$ cat config.mk
export PLATFORM = sky130hd
export DESIGN_NAME = rr_arb4_ctrl
export DESIGN_NICKNAME = d
export VERILOG_FILES = /design/src/rtl/arb_pkg.sv /design/src/rtl/onehot_enc_4to2.sv /design/src/rtl/rr_arb4_ctrl.sv
export SDC_FILE = /design/constraint.sdc
export NUM_CORES = 1
export LEC_CHECK = 0
export BUFFER_PORTS_ARGS = -buffer_cell sky130_fd_sc_hd__buf_2
export CAP_MARGIN = 0
export CORE_MARGIN = 2
export CORE_UTILIZATION = 35
export DETAILED_ROUTE_END_ITERATION = 10
export GPL_TIMING_DRIVEN = 0
export PLACE_DENSITY_LB_ADDON = 0.3
export REMOVE_ABC_BUFFERS = 1
export SYNTH_ARGS = -nofsm -noshare
export SYNTH_HDL_FRONTEND = slang
export SYNTH_SLANG_ARGS = --single-unit
$ cat constraint.sdc
create_clock -name clk -period 3.78 [get_ports clk]
set_clock_uncertainty 0.2 [all_clocks]
set_input_delay 0.756 -clock clk [delete_from_list [all_inputs] [get_ports clk]]
set_output_delay 0.756 -clock clk [all_outputs]
set_load 0.02 [all_outputs]
$ cat src/rtl/arb_pkg.sv
// Shared types and helpers for the 4-input round-robin arbiter.
// Holds the FSM state type, vector widths and the rotating priority search.
package arb_pkg;

    localparam int NREQ = 4;
    localparam int IDW  = 2;

    typedef enum logic {
        IDLE = 1'b0,
        BUSY = 1'b1
    } state_t;

    // First set bit of req at or after start, wrapping modulo NREQ; one-hot or zero.
    function automatic logic [NREQ-1:0] rr_pick(input logic [NREQ-1:0] req,
                                                input logic [IDW-1:0]  start);
        logic [NREQ-1:0] pick;
        logic [IDW-1:0]  idx;
        pick = '0;
        for (int i = NREQ - 1; i >= 0; i--) begin
            idx = start + IDW'(i);
            if (req[idx]) begin
                pick      = '0;
                pick[idx] = 1'b1;
            end
        end
        return pick;
    endfunction

endpackage

$ cat src/rtl/onehot_enc_4to2.sv
// Combinational one-hot to binary index encoder; non-one-hot input yields 0.
module onehot_enc_4to2
    import arb_pkg::*;
(
    input  logic [NREQ-1:0] onehot,
    output logic [IDW-1:0]  idx
);

    always_comb begin
        idx = '0;
        case (onehot)
            4'b0001: idx = 2'd0;
            4'b0010: idx = 2'd1;
            4'b0100: idx = 2'd2;
            4'b1000: idx = 2'd3;
            default: idx = 2'd0;
        endcase
    end

endmodule

$ cat src/rtl/rr_arb4_ctrl.sv
// Round-robin, lock-until-release arbiter for four requesters with registered grant.
// Optional forced rotation after HOLD_MAX held cycles is enabled by ARB_HOLD_LIMIT_EN.
//
// state | meaning
// IDLE  | no owner; any request is granted by search from rr_ptr
// BUSY  | one owner holds gnt until it drops req (or hold limit forces rotation)
module rr_arb4_ctrl
    import arb_pkg::*;
#(
    parameter int HOLD_MAX = 8
) (
    input  logic            clk,
    input  logic            rst,
    input  logic [NREQ-1:0] req,
    output logic [NREQ-1:0] gnt,
    output logic [IDW-1:0]  gnt_id,
    output logic            gnt_vld,
    output logic [IDW-1:0]  rr_ptr
);

    if (HOLD_MAX < 2 || HOLD_MAX > 255) begin : g_bad_hold_max
        $error("rr_arb4_ctrl: HOLD_MAX out of range 2..255");
    end

    state_t          state_q, state_d;
    logic [NREQ-1:0] gnt_d;
    logic [IDW-1:0]  id_d;
    logic [IDW-1:0]  ptr_d;
    logic            rearb;
    logic            owner_req;
    logic            others_req;
    logic            force_rot;

    assign owner_req  = |(req & gnt);
    assign others_req = |(req & ~gnt);

`ifdef ARB_HOLD_LIMIT_EN
    localparam logic [7:0] HOLD_LAST = 8'(HOLD_MAX - 1);
    logic [7:0] hold_cnt;

    assign force_rot = (state_q == BUSY) && (hold_cnt == HOLD_LAST) && others_req;

    always_ff @(posedge clk) begin
        if (rst) begin
            hold_cnt <= '0;
        end else if (rearb) begin
            hold_cnt <= '0;
        end else if (state_q == BUSY && owner_req && hold_cnt != HOLD_LAST) begin
            hold_cnt <= hold_cnt + 8'd1;
        end
    end
`else
    assign force_rot = 1'b0;
`endif

    always_comb begin
        state_d = state_q;
        gnt_d   = gnt;
        rearb   = 1'b0;
        case (state_q)
            IDLE: begin
                if (|req) begin
                    gnt_d   = rr_pick(req, rr_ptr);
                    rearb   = 1'b1;
                    state_d = BUSY;
                end
            end
            BUSY: begin
                // Searching from owner+1 leaves the owner last, so it only wins if alone.
                if (!owner_req || force_rot) begin
                    gnt_d   = rr_pick(req, gnt_id + 2'd1);
                    rearb   = 1'b1;
                    state_d = (|req) ? BUSY : IDLE;
                end
            end
            default: begin
                gnt_d   = '0;
                state_d = IDLE;
            end
        endcase
    end

    onehot_enc_4to2 u_enc (
        .onehot (gnt_d),
        .idx    (id_d)
    );

    assign ptr_d = (rearb && |gnt_d) ? id_d + 2'd1 : rr_ptr;

    always_ff @(posedge clk) begin
        if (rst) begin
            state_q <= IDLE;
            gnt     <= '0;
            gnt_id  <= '0;
            gnt_vld <= 1'b0;
            rr_ptr  <= '0;
        end else begin
            state_q <= state_d;
            gnt     <= gnt_d;
            gnt_vld <= |gnt_d;
            rr_ptr  <= ptr_d;
            if (|gnt_d) begin
                gnt_id <= id_d;
            end
        end
    end

endmodule
### Yosys cells after proc, flatten, opt, wreduce, memory -nomap -nowiden

Index checks and enable logic that the tools add are counted.

* muxes and demuxes: 49
* divide/modulo/power cells: 0
* $add $sub $neg: 8
* reduce and logical (&&, ||, !) cells: 12
* shift operators: 0
* $lt $le $gt $ge: 16
* multiply operators: 0
* bitwise gates (word level): 2
* equality and inequality tests: 3

Operators by type and width (count)
* two-way mux 4 bit: 10
* less-than comparator 2 x 3 -> 1 bit, second input constant: 8
* two-way mux 1 bit: 19
* binary-select mux 1 bit (select 2 bit): 8
* demux 1 bit (select 2 bit): 8
* greater-or-equal comparator 2 x 1 -> 1 bit, second input constant: 8
* OR reduction 4 bit: 3
* logical AND 1 bit: 9
* adder 2 x 1 -> 2 bit, second input constant: 4
* adder 2 bit, second input constant: 4
* one-hot mux 4 bit (2 select lines): 1
* one-hot mux 2 bit (3 select lines): 1
* bitwise AND 4 bit: 1
* equality test 4 x 2 -> 1 bit, second input constant: 1
* equality test 4 x 3 -> 1 bit, second input constant: 1
* equality test 4 bit, second input constant: 1
* one-hot mux 1 bit (2 select lines): 2
* inverter 1 bit: 1

* output and inout bits: 9
* memory bits (writable): 0
* input bits: 6
* flip-flop bits (word level): 10
* bits in latches: 0
* word-level logic and storage cells: 95
* memories: 0
* ROM bits: 0

### Longest topological paths before layout

* depth after elaboration: 15
* gate-level depth with buffers: 11
* depth with buffers taken out: 10

### Cells and area by module

A second synthesis with hierarchy kept.

* cell total of the unflattened synthesis: 161
* area total of the unflattened synthesis: 1455.1 sq um

By module, submodules not included
* rr_arb4_ctrl: seq. area each 200.2 sq um, cells an instance 157, instances 1, area each 1417.6 sq um
* onehot_enc_4to2: seq. area each 0.0 sq um, cells an instance 4, instances 1, area each 37.5 sq um

### Worst setup path after synthesis

No wires, ideal clock.

* path type: reg2reg
* from: register gnt_id[0]
* to: register rr_ptr[1]
* clock period less this slack: 3185 ps
* required time: 3493 ps
* cell stages (with the launch flop): 10
* slack: 595 ps
* arrival: 2898 ps
* setup time: 87 ps
* buffers on the path: 1
* path through: dfxtp_1 buf_6 inv_1 ha_1 mux4_2 a2111oi_1 nor4_4 a41oi_1 nand4_1 o31ai_1

* cells in the longest elaborated chain, start to end: 15
* elaborated cells between the ends (all ways): 45
* those cells by class: add/sub (5); order compare (8); eq/ne (3); mux (23); reduce/logical (6)

Ends and longest elaborated chain
* from (decl): RTL line rr_arb4_ctrl.sv:16 `output logic [IDW-1:0] gnt_id,`
* from (signal assigned): RTL line rr_arb4_ctrl.sv:103 `gnt_id <= id_d;`
* adder 2 x 1 -> 2 bit (*): RTL line rr_arb4_ctrl.sv:71 `gnt_d = rr_pick(req, gnt_id + 2'd1);`
* adder 2 bit: RTL line arb_pkg.sv:20 `idx = start + IDW'(i);`
* less-than comparator 2 x 3 -> 1 bit (not written as such) or greater-or-equal comparator 2 x 1 -> 1 bit (tied branches): RTL line arb_pkg.sv:23 `pick[idx] = 1'b1;`
* logical AND 1 bit (not written as such): RTL line arb_pkg.sv:23
* two-way mux 1 bit (not written as such): RTL line arb_pkg.sv:23
* demux 1 bit (select 2 bit): RTL line arb_pkg.sv:23
* two-way mux 4 bit (3 in series): RTL line arb_pkg.sv:21 `if (req[idx]) begin`
* two-way mux 4 bit (*): RTL line arb_pkg.sv:21
* two-way mux 4 bit (*): RTL line rr_arb4_ctrl.sv:70 `if (!owner_req || force_rot) begin`
* one-hot mux 4 bit (2 select lines) (*): RTL line rr_arb4_ctrl.sv:60 `case (state_q)`
* equality test 4 bit, or another cell as far along: RTL line onehot_enc_4to2.sv:11 `case (onehot)`
* one-hot mux 2 bit (3 select lines): RTL line onehot_enc_4to2.sv:11
* adder 2 x 1 -> 2 bit: RTL line rr_arb4_ctrl.sv:88 `assign ptr_d = (rearb && |gnt_d) ? id_d + 2'd1 : rr_ptr;`
* to (signal assigned): RTL line rr_arb4_ctrl.sv:101 `rr_ptr <= ptr_d;`
* to (decl): RTL line rr_arb4_ctrl.sv:18 `output logic [IDW-1:0] rr_ptr`

Mark *: on every way between the ends. The rest lies on a longest branch, timed or not. The select of a mux whose other input is x is not followed.
A chain may end at the register's enable or synchronous reset.

### Final worst setup path

Ends and elaborated chain as after synthesis.

==> impl_metrics.toml <==
[run_status]
result_of_the_run = "complete, no violations"

[sta]
setup_viol = 0
post-route-min-period_ps = 3560
max_slew.worst_pin.slew_ps = 676
achievable-frequency_mhz = 281
final_min_period_over_clock_period_pct = 94.0
rsz0062_at_grt = "no"
worst_slew_margin_rel_pct = 54.8
post_route_setup_tns_ps = 0
fin_ws_ps = 225
timing_hold_violations_final = 0
maxSlewViolCount = 0

[finish]
final.fill_count = 356
final_common_cell = "sky130_fd_sc_hd__nor2_1"
area_delta_synth_final_pct = 8.23
seqCellArea_um2 = 201
design.final.nets = 169
multi_input_combinational_cell_area_um2 = 1000
final_layout_size_suffix_gt1_share_pct = 24.7
antenna_cells_inserted = 0
layout.cells.most_common_list = "16 x sky130_fd_sc_hd__nor2_1, 15 x sky130_fd_sc_hd__ha_1, 14 x sky130_fd_sc_hd__buf_2, 11 x sky130_fd_sc_hd__mux2i_1, 9 x sky130_fd_sc_hd__dfxtp_1"
postLayoutCoreUtil_pct = 40.4

[yosys]
syn_avg_cell_area_um2 = 9.38
count_of_synthesis_stage_warnings_from_yosys = 0
synth_top_area_cell = "sky130_fd_sc_hd__dfxtp_1"
synth_edf_count = 0
mapped_area_um2 = 1280
post_synth_main_area_contributors = "sky130_fd_sc_hd__dfxtp_1 16%, sky130_fd_sc_hd__ha_1 15%, sky130_fd_sc_hd__mux2i_1 8.6%, sky130_fd_sc_hd__mux4_2 7.1%, sky130_fd_sc_hd__nor2_1 4.7%"
synth-main-ff-cell = "sky130_fd_sc_hd__dfxtp_1"
synth_cells = 136
yosysTopAreaCellShare_pct = 15.7
async_set_reset_flop_share_out_of_synthesis_pct = 0
synth-seq-cells = 10
synth-seq-area-share_pct = 15.7
synth.lib_cells_used.distinct = 50

[worst_setup_path]
timing.critical_path.slowest_stage_cell = "sky130_fd_sc_hd__mux4_2"
crit_path_end_kind = "register"
critical_path.max_fanout = 12
worstSetupStartpointType = "register"
timing.critical_path.required_ps = 3740
timing.critical_path.cells = "inv_1 > ha_1 > mux4_2 > and2b_1 > a2111oi_1 > nor3_2 > a41oi_1 > nand4_1 > o31ai_1"
critical_path_class = "register to register"
worst_ep_arrival_time_ps = 3510
critPathMaxStageDelay_ps = 660

[clock_tree]
clock_tree.root_cell = "sky130_fd_sc_hd__clkbuf_4"
tritoncts = "yes"
clock_insertion_delay_worst_skew_ps = 250
cts_sinks = 10
tritoncts.num_buffers = 3
cts_repair_resize_count = 0
cts.repair_timing.setup_buffer_count = 0
path_clk_slew_ps = 60
cts_hold_fix_bufs = 0
cts-htree-levels = 1
clock_tree.buffer_depth = 2

[grt]
met2_usage_pct = 24.5
first_pass_grt_wire_length_mm = 5.06
grt.overflow.total = 0
first_global_vias = 1061
grt.met3_usage_pct = 1.23
antenna_violations_before_repair = 0
gr-max-usage-layer = "met2"
grt_max_degree = 13
grt.met1_usage_pct = 20.6
track_usage_pct = 15.3

[routing]
drt_pre_antenna_iters = 4
drc_errors = 0
routed_wirelength_mm = 3.05
ant_nets = 0
routed-via-count = 1137
vias_per_cell = 5.92
post_drt_wl_per_cell_um = 15.9
initialDrtViolationCount = 70

[job]
cap_violations = 0

[placement]
numPortBuffers = 14
detailed_place_hpwl_mm = 2.38
pre_cts_slack_ps = 115
globalplace.congestion = 0.921

[die]
floorplan.io_pins = 15
floorplan_core_area_um2 = 3420
placementRows = 21
dieWidth_um = 64.4
initial_core_util_pct = 37.4
dieArea_um2 = 4150
die_height_um = 64.4

[power_and_ir_drop]
p_per_area_nw_per_um2 = 838
leakagePower_nw = 0.550
irDropWorstVdd_v = 0.000382

[worst_hold_path]
min_path_type = "register to register"
[layout make-up]
class                      count  area share [%]
clock buffer                   3            1.63
multi-input combinational    112            72.6
tap                           46            4.17
inverter                       7            1.90
sequential                    10            14.6
timing repair buffer          14            5.07
[critical path: cells and delay by family, from the launching register on]
family,cells,cell delay [ps]
AOI/OAI and AO/OA,3,910
muxes,1,660
and+or+nand+nor,3,550
DFF,1,480
adders and majority gates,1,440
buffers and inverters,1,210
[logic make-up (layout without fill, tap and decap cells)]
| logic type | after synthesis | after routing | share of synthesized area, % |
|---|---|---|---|
| simple gates | 39 | 39 | 17.2 |
| buf+inv | 14 | 24 | 6.08 |
| flops | 10 | 10 | 15.7 |
| fa+ha+maj | 15 | 15 | 14.7 |
| mux | 19 | 19 | 19.2 |
| compound gates | 38 | 38 | 26.5 |
| xor+xnor | 1 | 1 | 0.686 |
[registers in the layout (all words and copies together), names as in the netlist]
name / cells
gnt_vld: 1
state_q: 1
gnt: 4
gnt_id: 2
rr_ptr: 2
[synthesized netlist by cell type (all sizes together) (3+ instances only)]
library cell  number
mux2               4
a311oi             3
ha                15
nor2              17
a22o               3
buf                7
mux4               4
mux2i             11
a211oi             3
dfxtp             10
a22oi              3
inv                6
a2111oi            4
nand2              6
a32o               3
[metal layers]
layer  share of wire [%]  vias to the layer above  routed length, um
met5                   0                        -                  0
met2                  46                       33               1390
li1                    -                      553                  -
met3                 3.4                        8                103
met1                  48                      543               1460
met4                 3.0                        0                 90
[power by group]
part	switching, mW	internal [mW]
Clock	0.0302	0.0364
Combinational	0.507	0.369
Sequential	0.0675	0.148
Total	0.605	0.553
[metrics by stage]
stage	area [um2]	cells	hold WS [ps]	power [mW]
3_5_place_dp	1350	189	440	1.08
5_1_grt	1380	192	492	1.26
6_report	1380	192	438	1.16
2_1_floorplan	1220	129	458	0.884
4_1_cts	1380	192	449	1.15
3_3_place_gp	1350	189	431	1.06
[worst paths after layout]
check / start / end / slack (ps) / depth (start not counted)
hold reg to reg: gnt[0] / gnt[0] / 440 / 2
setup / recovery: gnt_id[0] / rr_ptr[1] / 220 / 9
hold / removal: gnt[0] / gnt[0] / 440 / 2
setup reg to reg: gnt_id[0] / rr_ptr[1] / 220 / 9
(Power assumes the default switching activity.)
